**src/rtl/cache_types_package.sv**
```systemverilog
// ============================================================================
// Module : cache_types_package
// Brief  : Shared types for the cache SRAM: status enum and set frame layout.
// Rev    : 1.0 - initial release
// ============================================================================
`default_nettype none

package cache_types_package;

    typedef enum logic [1:0] {
        FREE   = 2'd0,
        BUSY   = 2'd1,
        ACCESS = 2'd2
    } sramstate_t;

    localparam int TAG_W = 26;
    localparam int WORDS = 2;
    localparam int WAYS  = 2;

    typedef struct packed {
        logic                  v;
        logic                  dirty;
        logic [TAG_W-1:0]      tag;
        logic [WORDS-1:0][31:0] data;
    } dcache_way_t;

    // One frame carries every way of a set plus the set's replacement bit.
    typedef struct packed {
        dcache_way_t [WAYS-1:0] way;
        logic                   lru;
    } dcache_frame;

    localparam int FRAME_W = $bits(dcache_frame);

endpackage

`default_nettype wire

```
**src/rtl/sram_lat_timer.sv**
```systemverilog
// ============================================================================
// Module : sram_lat_timer
// Brief  : Load/count latency counter; done flags the last BUSY cycle.
// Rev    : 1.0 - initial release
// ============================================================================
`default_nettype none

module sram_lat_timer #(
    parameter  int LAT   = 2,
    localparam int CNT_W = $clog2(LAT + 1)
) (
    input  logic clk_i,
    input  logic rst_i,
    input  logic load_i,
    input  logic count_i,
    output logic done_o
);

    localparam logic [CNT_W-1:0] c_DONE_CNT = CNT_W'(LAT - 1);

    logic [CNT_W-1:0] cnt_q;
    logic [CNT_W-1:0] cnt_d;

    // Loading to 1 makes the count equal the BUSY cycle number.
    always_comb begin
        cnt_d = cnt_q;
        if (load_i) begin
            cnt_d = CNT_W'(1);
        end else if (count_i && !done_o) begin
            cnt_d = cnt_q + CNT_W'(1);
        end
    end

    always_ff @(posedge clk_i) begin
        if (rst_i) begin
            cnt_q <= '0;
        end else begin
            cnt_q <= cnt_d;
        end
    end

    assign done_o = (cnt_q == c_DONE_CNT);

endmodule

`default_nettype wire

```
**src/rtl/cache_sram.sv**
```systemverilog
// ============================================================================
// Module : cache_sram
// Brief  : Per-set frame storage with fixed multi-cycle FREE/BUSY/ACCESS timing.
//          Optional access counters enabled by macro CACHE_SRAM_STATS_EN.
// Rev    : 1.0 - initial release
// ============================================================================
`default_nettype none

module cache_sram
    import cache_types_package::*;
#(
    parameter  int SETS  = 8,
    parameter  int LAT   = 2,
    localparam int IDX_W = $clog2(SETS)
) (
    input  logic               CLK,
    input  logic               RST,
    input  logic               sramREN,
    input  logic               sramWEN,
    input  logic [IDX_W-1:0]   sramaddr,
    input  logic [FRAME_W-1:0] sramstore,
    output logic [FRAME_W-1:0] cacheline,
    output sramstate_t         sramstate,
    output logic [15:0]        rd_cnt,
    output logic [15:0]        wr_cnt
);

    sramstate_t         state_q, state_d;
    logic               op_wr_q, op_wr_d;
    logic [IDX_W-1:0]   addr_q,  addr_d;
    logic [FRAME_W-1:0] store_q, store_d;
    logic [FRAME_W-1:0] line_q;
    logic [FRAME_W-1:0] mem_q [SETS];

    logic w_req;
    logic w_take;
    logic w_tmr_done;
    logic w_enter_access;
    logic w_addr_ok;

    assign w_req  = sramREN | sramWEN;
    assign w_take = (state_q == FREE) && w_req;

    sram_lat_timer #(
        .LAT (LAT)
    ) u_lat_timer (
        .clk_i   (CLK),
        .rst_i   (RST),
        .load_i  (w_take),
        .count_i (state_q == BUSY),
        .done_o  (w_tmr_done)
    );

    // In FREE the _d operation fields carry the live request, so a LAT of 1
    // commits the request in the same edge that latches it.
    always_comb begin
        state_d        = state_q;
        op_wr_d        = op_wr_q;
        addr_d         = addr_q;
        store_d        = store_q;
        w_enter_access = 1'b0;
        case (state_q)
            FREE: begin
                if (w_req) begin
                    op_wr_d = sramWEN;
                    addr_d  = sramaddr;
                    store_d = sramstore;
                    if (LAT == 1) begin
                        state_d        = ACCESS;
                        w_enter_access = 1'b1;
                    end else begin
                        state_d = BUSY;
                    end
                end
            end
            BUSY: begin
                if (w_tmr_done) begin
                    state_d        = ACCESS;
                    w_enter_access = 1'b1;
                end
            end
            ACCESS:  state_d = FREE;
            default: state_d = FREE;
        endcase
    end

    always_ff @(posedge CLK) begin
        if (RST) begin
            state_q <= FREE;
            op_wr_q <= 1'b0;
            addr_q  <= '0;
            store_q <= '0;
        end else begin
            state_q <= state_d;
            op_wr_q <= op_wr_d;
            addr_q  <= addr_d;
            store_q <= store_d;
        end
    end

    assign w_addr_ok = ({1'b0, addr_d} < (IDX_W + 1)'(SETS));

    always_ff @(posedge CLK) begin
        if (RST) begin
            for (int i = 0; i < SETS; i++) begin
                mem_q[i] <= '0;
            end
        end else if (w_enter_access && op_wr_d && w_addr_ok) begin
            mem_q[addr_d] <= store_d;
        end
    end

    // Out-of-range reads return an all-zero frame.
    always_ff @(posedge CLK) begin
        if (RST) begin
            line_q <= '0;
        end else if (w_enter_access) begin
            if (op_wr_d) begin
                line_q <= store_d;
            end else if (w_addr_ok) begin
                line_q <= mem_q[addr_d];
            end else begin
                line_q <= '0;
            end
        end
    end

    assign cacheline = line_q;
    assign sramstate = state_q;

`ifdef CACHE_SRAM_STATS_EN
    logic [15:0] rd_cnt_q;
    logic [15:0] wr_cnt_q;

    always_ff @(posedge CLK) begin
        if (RST) begin
            rd_cnt_q <= '0;
            wr_cnt_q <= '0;
        end else if (state_q == ACCESS) begin
            if (op_wr_q) begin
                if (wr_cnt_q != 16'hFFFF) begin
                    wr_cnt_q <= wr_cnt_q + 16'd1;
                end
            end else begin
                if (rd_cnt_q != 16'hFFFF) begin
                    rd_cnt_q <= rd_cnt_q + 16'd1;
                end
            end
        end
    end

    assign rd_cnt = rd_cnt_q;
    assign wr_cnt = wr_cnt_q;
`else
    assign rd_cnt = '0;
    assign wr_cnt = '0;
`endif

endmodule

`default_nettype wire

```
**config.mk**
```make
export PLATFORM = sky130hd
export DESIGN_NAME = cache_sram
export DESIGN_NICKNAME = d
export VERILOG_FILES = /design/src/rtl/cache_types_package.sv /design/src/rtl/sram_lat_timer.sv /design/src/rtl/cache_sram.sv
export SDC_FILE = /design/constraint.sdc
export NUM_CORES = 2
export LEC_CHECK = 0
export ABC_AREA = 0
export BUFFER_PORTS_ARGS = -buffer_cell sky130_fd_sc_hd__buf_4
export CORE_MARGIN = 8
export CORE_UTILIZATION = 40
export DETAILED_ROUTE_END_ITERATION = 8
export PLACE_DENSITY = 0.56
export SLEW_MARGIN = 20
export SYNTH_ARGS = -nofsm -noshare
export SYNTH_HDL_FRONTEND = slang
export SYNTH_SLANG_ARGS = --single-unit
```
**constraint.sdc**
```tcl
create_clock -name CLK -period 6.6 [get_ports CLK]
set_input_delay 0.66 -clock CLK [delete_from_list [all_inputs] [get_ports CLK]]
set_output_delay 0.66 -clock CLK [all_outputs]
set_load 0.03 [all_outputs]
```
==> results.toml <==
[routing]
post_drt_via_cell_ratio = 6.018
detailroute.via_count = 61338
drt-total-wl_um = 285500
drt_drc_violations_left = 0
drt_iter0_markers = 5960
firstDrtPassIters = 5
routed_wire_length_per_instance_um = 28.02
ant_nets_after_route = 0

[critical_path]
worst_ep_required_ns = 7.35
crit_fanout = 52
worstSetupEndpointType = "flip-flop"
timing.setup.critical_path_class = "flip-flop to flip-flop"
startpoint_type = "flip-flop"
critical_path_arrival_ns = 5.25

[timing]
finalHoldViolations = 0
finalCritPeriodShare_pct = 68.19
setup_repair_after_global_routing_missed_its_margin = "false"
timing.max_slew.rel_slack_pct = 20.73
setup_viol = 0
fmaxAchievable_mhz = 222.2
fin_worst_skew_ns = 0.03443
timing_worst_slew_pin_value_ns = 1.189
slew_viol_final = 0
final_period_minus_worst_setup_slack_ns = 4.500
fin_setup_tns_ns = 0

[floorplanning]
core_region_area_mm2 = 0.2138
die_h_um = 478.9
top_level_ports = 411
initial_standard_cell_utilization_of_the_core_pct = 40.10
fp-row-count = 170
dieWidth_um = 478.9
dieArea_mm2 = 0.2294

[power_and_ir_drop]
power_frac_seq_pct = 46.1
leakagePower_nw = 34.91
powerDensity_mw_per_mm2 = 298.4
power.internal_mw = 20.91
power_switching_mw = 8.214
power.switching_fraction_pct = 28.20
ir_worst_vdd_uv = 280.9
clock_power_share_pct = 38.6
comb_power_share_pct = 15.3

[synth]
yosys_warnings = 0
ys_ff_latch = 1858
syn-cell-area_mm2 = 0.08572
synthArstFlopShare_pct = 0
synth.avg_cell_area_um2 = 11.85
post_synth_inst_count = 7231
synth_top_flop_cell = "sky130_fd_sc_hd__edfxtp_1"
synth_enable_flop_cells = 1480
yosysSeqAreaShare_pct = 60.68
synth.distinct_cells = 44

[global_route]
first_global_vias = 62201
grt_util_met1_pct = 30.74
grt_pass1_wl_um = 416400
grt_antenna_before_repair = 3
grt_met2_usage_pct = 41.37
grt.met3_usage_pct = 3.370
grt_start_max_net_pins = 165
gr-usage-all-layers_pct = 23.90
globalRoute.totalOverflow = 0
gr-max-usage-layer = "met2"

[clock_tree]
clock_tree_from_tritoncts = "done"
tritoncts.num_buffers = 204
root_cell_of_the_clock_tree = "sky130_fd_sc_hd__clkbuf_16"
number_of_clock_sinks = 1858
clock_tree.htree_level_count = 4
worst_skew_late_latency_ns = 0.87
postCtsSetupRepairBufs = 0
postCtsResizedCells = 0
clk_path_buf_depth = 3
clkSlewWorstSetupHoldPaths_ns = 0.06
cts_hold_repair_buffers = 0

[layout]
finish.net_count = 7362
fillers = 19359
non_filler_instance_count_after_layout = 10192
final_layout_size_suffix_gt1_share_pct = 12.72
synthToLayoutAreaGrowth_pct = 13.85

[placement]
post-place-cells = 9801
routabilityCongestion = 0.7500
detailedPlacementHpwl_um = 146800
place.port_buffers = 378

[hold_path]
hold_path.class = "input pin to flip-flop"

[job]
drv_cap = 0

[status]
status = "finished clean"
-- cell type report --
cell class              count  area, µm²  share of cell area (%)
diodes                      4      10.01                 0.01026
clock buffers             325       5995                   6.143
clock inverters            62      619.3                  0.6347
inverters                   3      18.77                 0.01923
multi-input cells        4527      30460                   31.21
flip-flops and latches   1858      52010                   53.30
well taps                2838       3551                   3.639
repair buffers            575       4920                   5.042
-- state kept, by name, summed over array words and instances, names as in the netlist --
signal and flops:
sramstate 2, mem_q 1480, addr_q 3, store_q 185
cacheline 185, op_wr_q 1, u_lat_timer.cnt_q 2
-- cell usage in the layout, fill, tap and decap left out, types with 5 or more instances in the layout --
| cell | synthesis | final |
|---|---|---|
| sky130_fd_sc_hd__nand2b_4 | 0 | 9 |
| sky130_fd_sc_hd__clkinv_2 | 0 | 22 |
| sky130_fd_sc_hd__clkinv_16 | 0 | 6 |
| sky130_fd_sc_hd__dfxtp_1 | 378 | 377 |
| sky130_fd_sc_hd__edfxtp_1 | 1480 | 1480 |
| sky130_fd_sc_hd__mux2i_2 | 0 | 42 |
| sky130_fd_sc_hd__clkbuf_8 | 0 | 35 |
| sky130_fd_sc_hd__and3_1 | 185 | 185 |
| sky130_fd_sc_hd__a211oi_1 | 185 | 185 |
| sky130_fd_sc_hd__mux2i_1 | 1110 | 1068 |
| sky130_fd_sc_hd__clkbuf_1 | 586 | 82 |
| sky130_fd_sc_hd__a221o_1 | 185 | 185 |
| sky130_fd_sc_hd__buf_4 | 50 | 526 |
| sky130_fd_sc_hd__inv_6 | 0 | 5 |
| sky130_fd_sc_hd__clkbuf_16 | 0 | 208 |
| sky130_fd_sc_hd__nor2_1 | 1858 | 1855 |
| sky130_fd_sc_hd__nand2_1 | 186 | 185 |
| sky130_fd_sc_hd__conb_1 | 1 | 32 |
| sky130_fd_sc_hd__buf_12 | 0 | 47 |
| sky130_fd_sc_hd__o32ai_1 | 185 | 185 |
| sky130_fd_sc_hd__a221oi_1 | 370 | 370 |
| sky130_fd_sc_hd__o31a_1 | 185 | 185 |
| sky130_fd_sc_hd__clkinv_1 | 0 | 17 |
-- synth_stat cells, types with 2 or more instances --
library cell | number | area [µm²]
sky130_fd_sc_hd__nand2_1 | 186 | 698.2
sky130_fd_sc_hd__o21ai_1 | 2 | 10.01
sky130_fd_sc_hd__o31a_1 | 185 | 1620
sky130_fd_sc_hd__a221o_1 | 185 | 1852
sky130_fd_sc_hd__buf_1 | 59 | 221.5
sky130_fd_sc_hd__buf_2 | 178 | 890.9
sky130_fd_sc_hd__a211oi_1 | 185 | 1389
sky130_fd_sc_hd__nand2b_1 | 10 | 62.56
sky130_fd_sc_hd__o32ai_1 | 185 | 1620
sky130_fd_sc_hd__mux2i_1 | 1110 | 11110
sky130_fd_sc_hd__nor2b_1 | 2 | 12.51
sky130_fd_sc_hd__inv_1 | 2 | 7.510
sky130_fd_sc_hd__nor2_1 | 1858 | 6974
sky130_fd_sc_hd__nand4_1 | 4 | 25.02
sky130_fd_sc_hd__a221oi_1 | 370 | 3241
sky130_fd_sc_hd__buf_4 | 50 | 375.4
sky130_fd_sc_hd__and3_1 | 185 | 1157
sky130_fd_sc_hd__a21oi_1 | 4 | 20.02
sky130_fd_sc_hd__dfxtp_1 | 378 | 7567
sky130_fd_sc_hd__or4_1 | 2 | 15.01
sky130_fd_sc_hd__nand3_1 | 4 | 20.02
sky130_fd_sc_hd__edfxtp_1 | 1480 | 44440
sky130_fd_sc_hd__clkbuf_1 | 586 | 2200
-- metal layers --
layer | part of all wire [%] | routed length [µm]
met4 | 3.4 | 9760
met2 | 49 | 140300
met3 | 7.0 | 19920
met1 | 40 | 115500
met5 | 0.0046 | 13
-- metrics by stage --
stage	worst slack, ns	cell area (µm²)	hold slack [ns]	utilization, %	total power, mW
4_1_cts	2.057	97460	0.1023	45.59	29.30
6_report	2.100	97580	0.1786	45.65	29.12
5_1_grt	1.959	97580	0.1432	45.65	30.03
3_3_place_gp	1.792	90790	0.4914	42.47	18.02
2_1_floorplan	0.02714	85850	0.4788	-	16.40
3_5_place_dp	1.705	90840	0.5193	42.50	18.10
-- kinds of logic (layout without fill, tap and decap cells) --
| group | Yosys count | after routing | synth area share [%] |
|---|---|---|---|
| buf+inv | 877 | 965 | 4.328 |
| mux | 1110 | 1110 | 12.96 |
| fa+ha+maj | 1 | 1 | 0.01459 |
| other cells | 1 | 36 | 0.004375 |
| compound gates | 1120 | 1120 | 11.43 |
| xor+xnor | 1 | 1 | 0.01022 |
| simple gates | 2263 | 2263 | 10.57 |
| flops | 1858 | 1858 | 60.68 |
-- critical path, stage by stage (launching register included) --
cell and delay [ns]:
sky130_fd_sc_hd__dfxtp_4 0.80, sky130_fd_sc_hd__buf_4 0.89, sky130_fd_sc_hd__buf_4 0.79, sky130_fd_sc_hd__buf_4 0.78, sky130_fd_sc_hd__mux2i_1 0.25, sky130_fd_sc_hd__a221o_1 0.39, sky130_fd_sc_hd__o32ai_1 0.28
-- power by group through the flow --
stage	registers, mW	clock network (mW)	logic, mW
after global placement	13.7	0	4.37
after CTS	13.4	11.4	4.44
after detailed placement	13.7	0	4.42
after floorplan	13.8	0	2.60
after global routing	13.5	11.8	4.71
final	13.4	11.2	4.45
-- path summary, 6_finish.rpt --
kind / slack (ns) / cells past startpoint / start / end
hold / removal: 0.18 / 3 / sramaddr[2] / addr_q[2]
hold reg to reg: 0.52 / 2 / u_lat_timer.cnt_q[1] / u_lat_timer.cnt_q[1]
setup / recovery: 2.10 / 6 / addr_q[1] / cacheline[28]
setup reg to reg: 2.10 / 6 / addr_q[1] / cacheline[28]
Note: power is estimated with default switching activity, not from simulation.
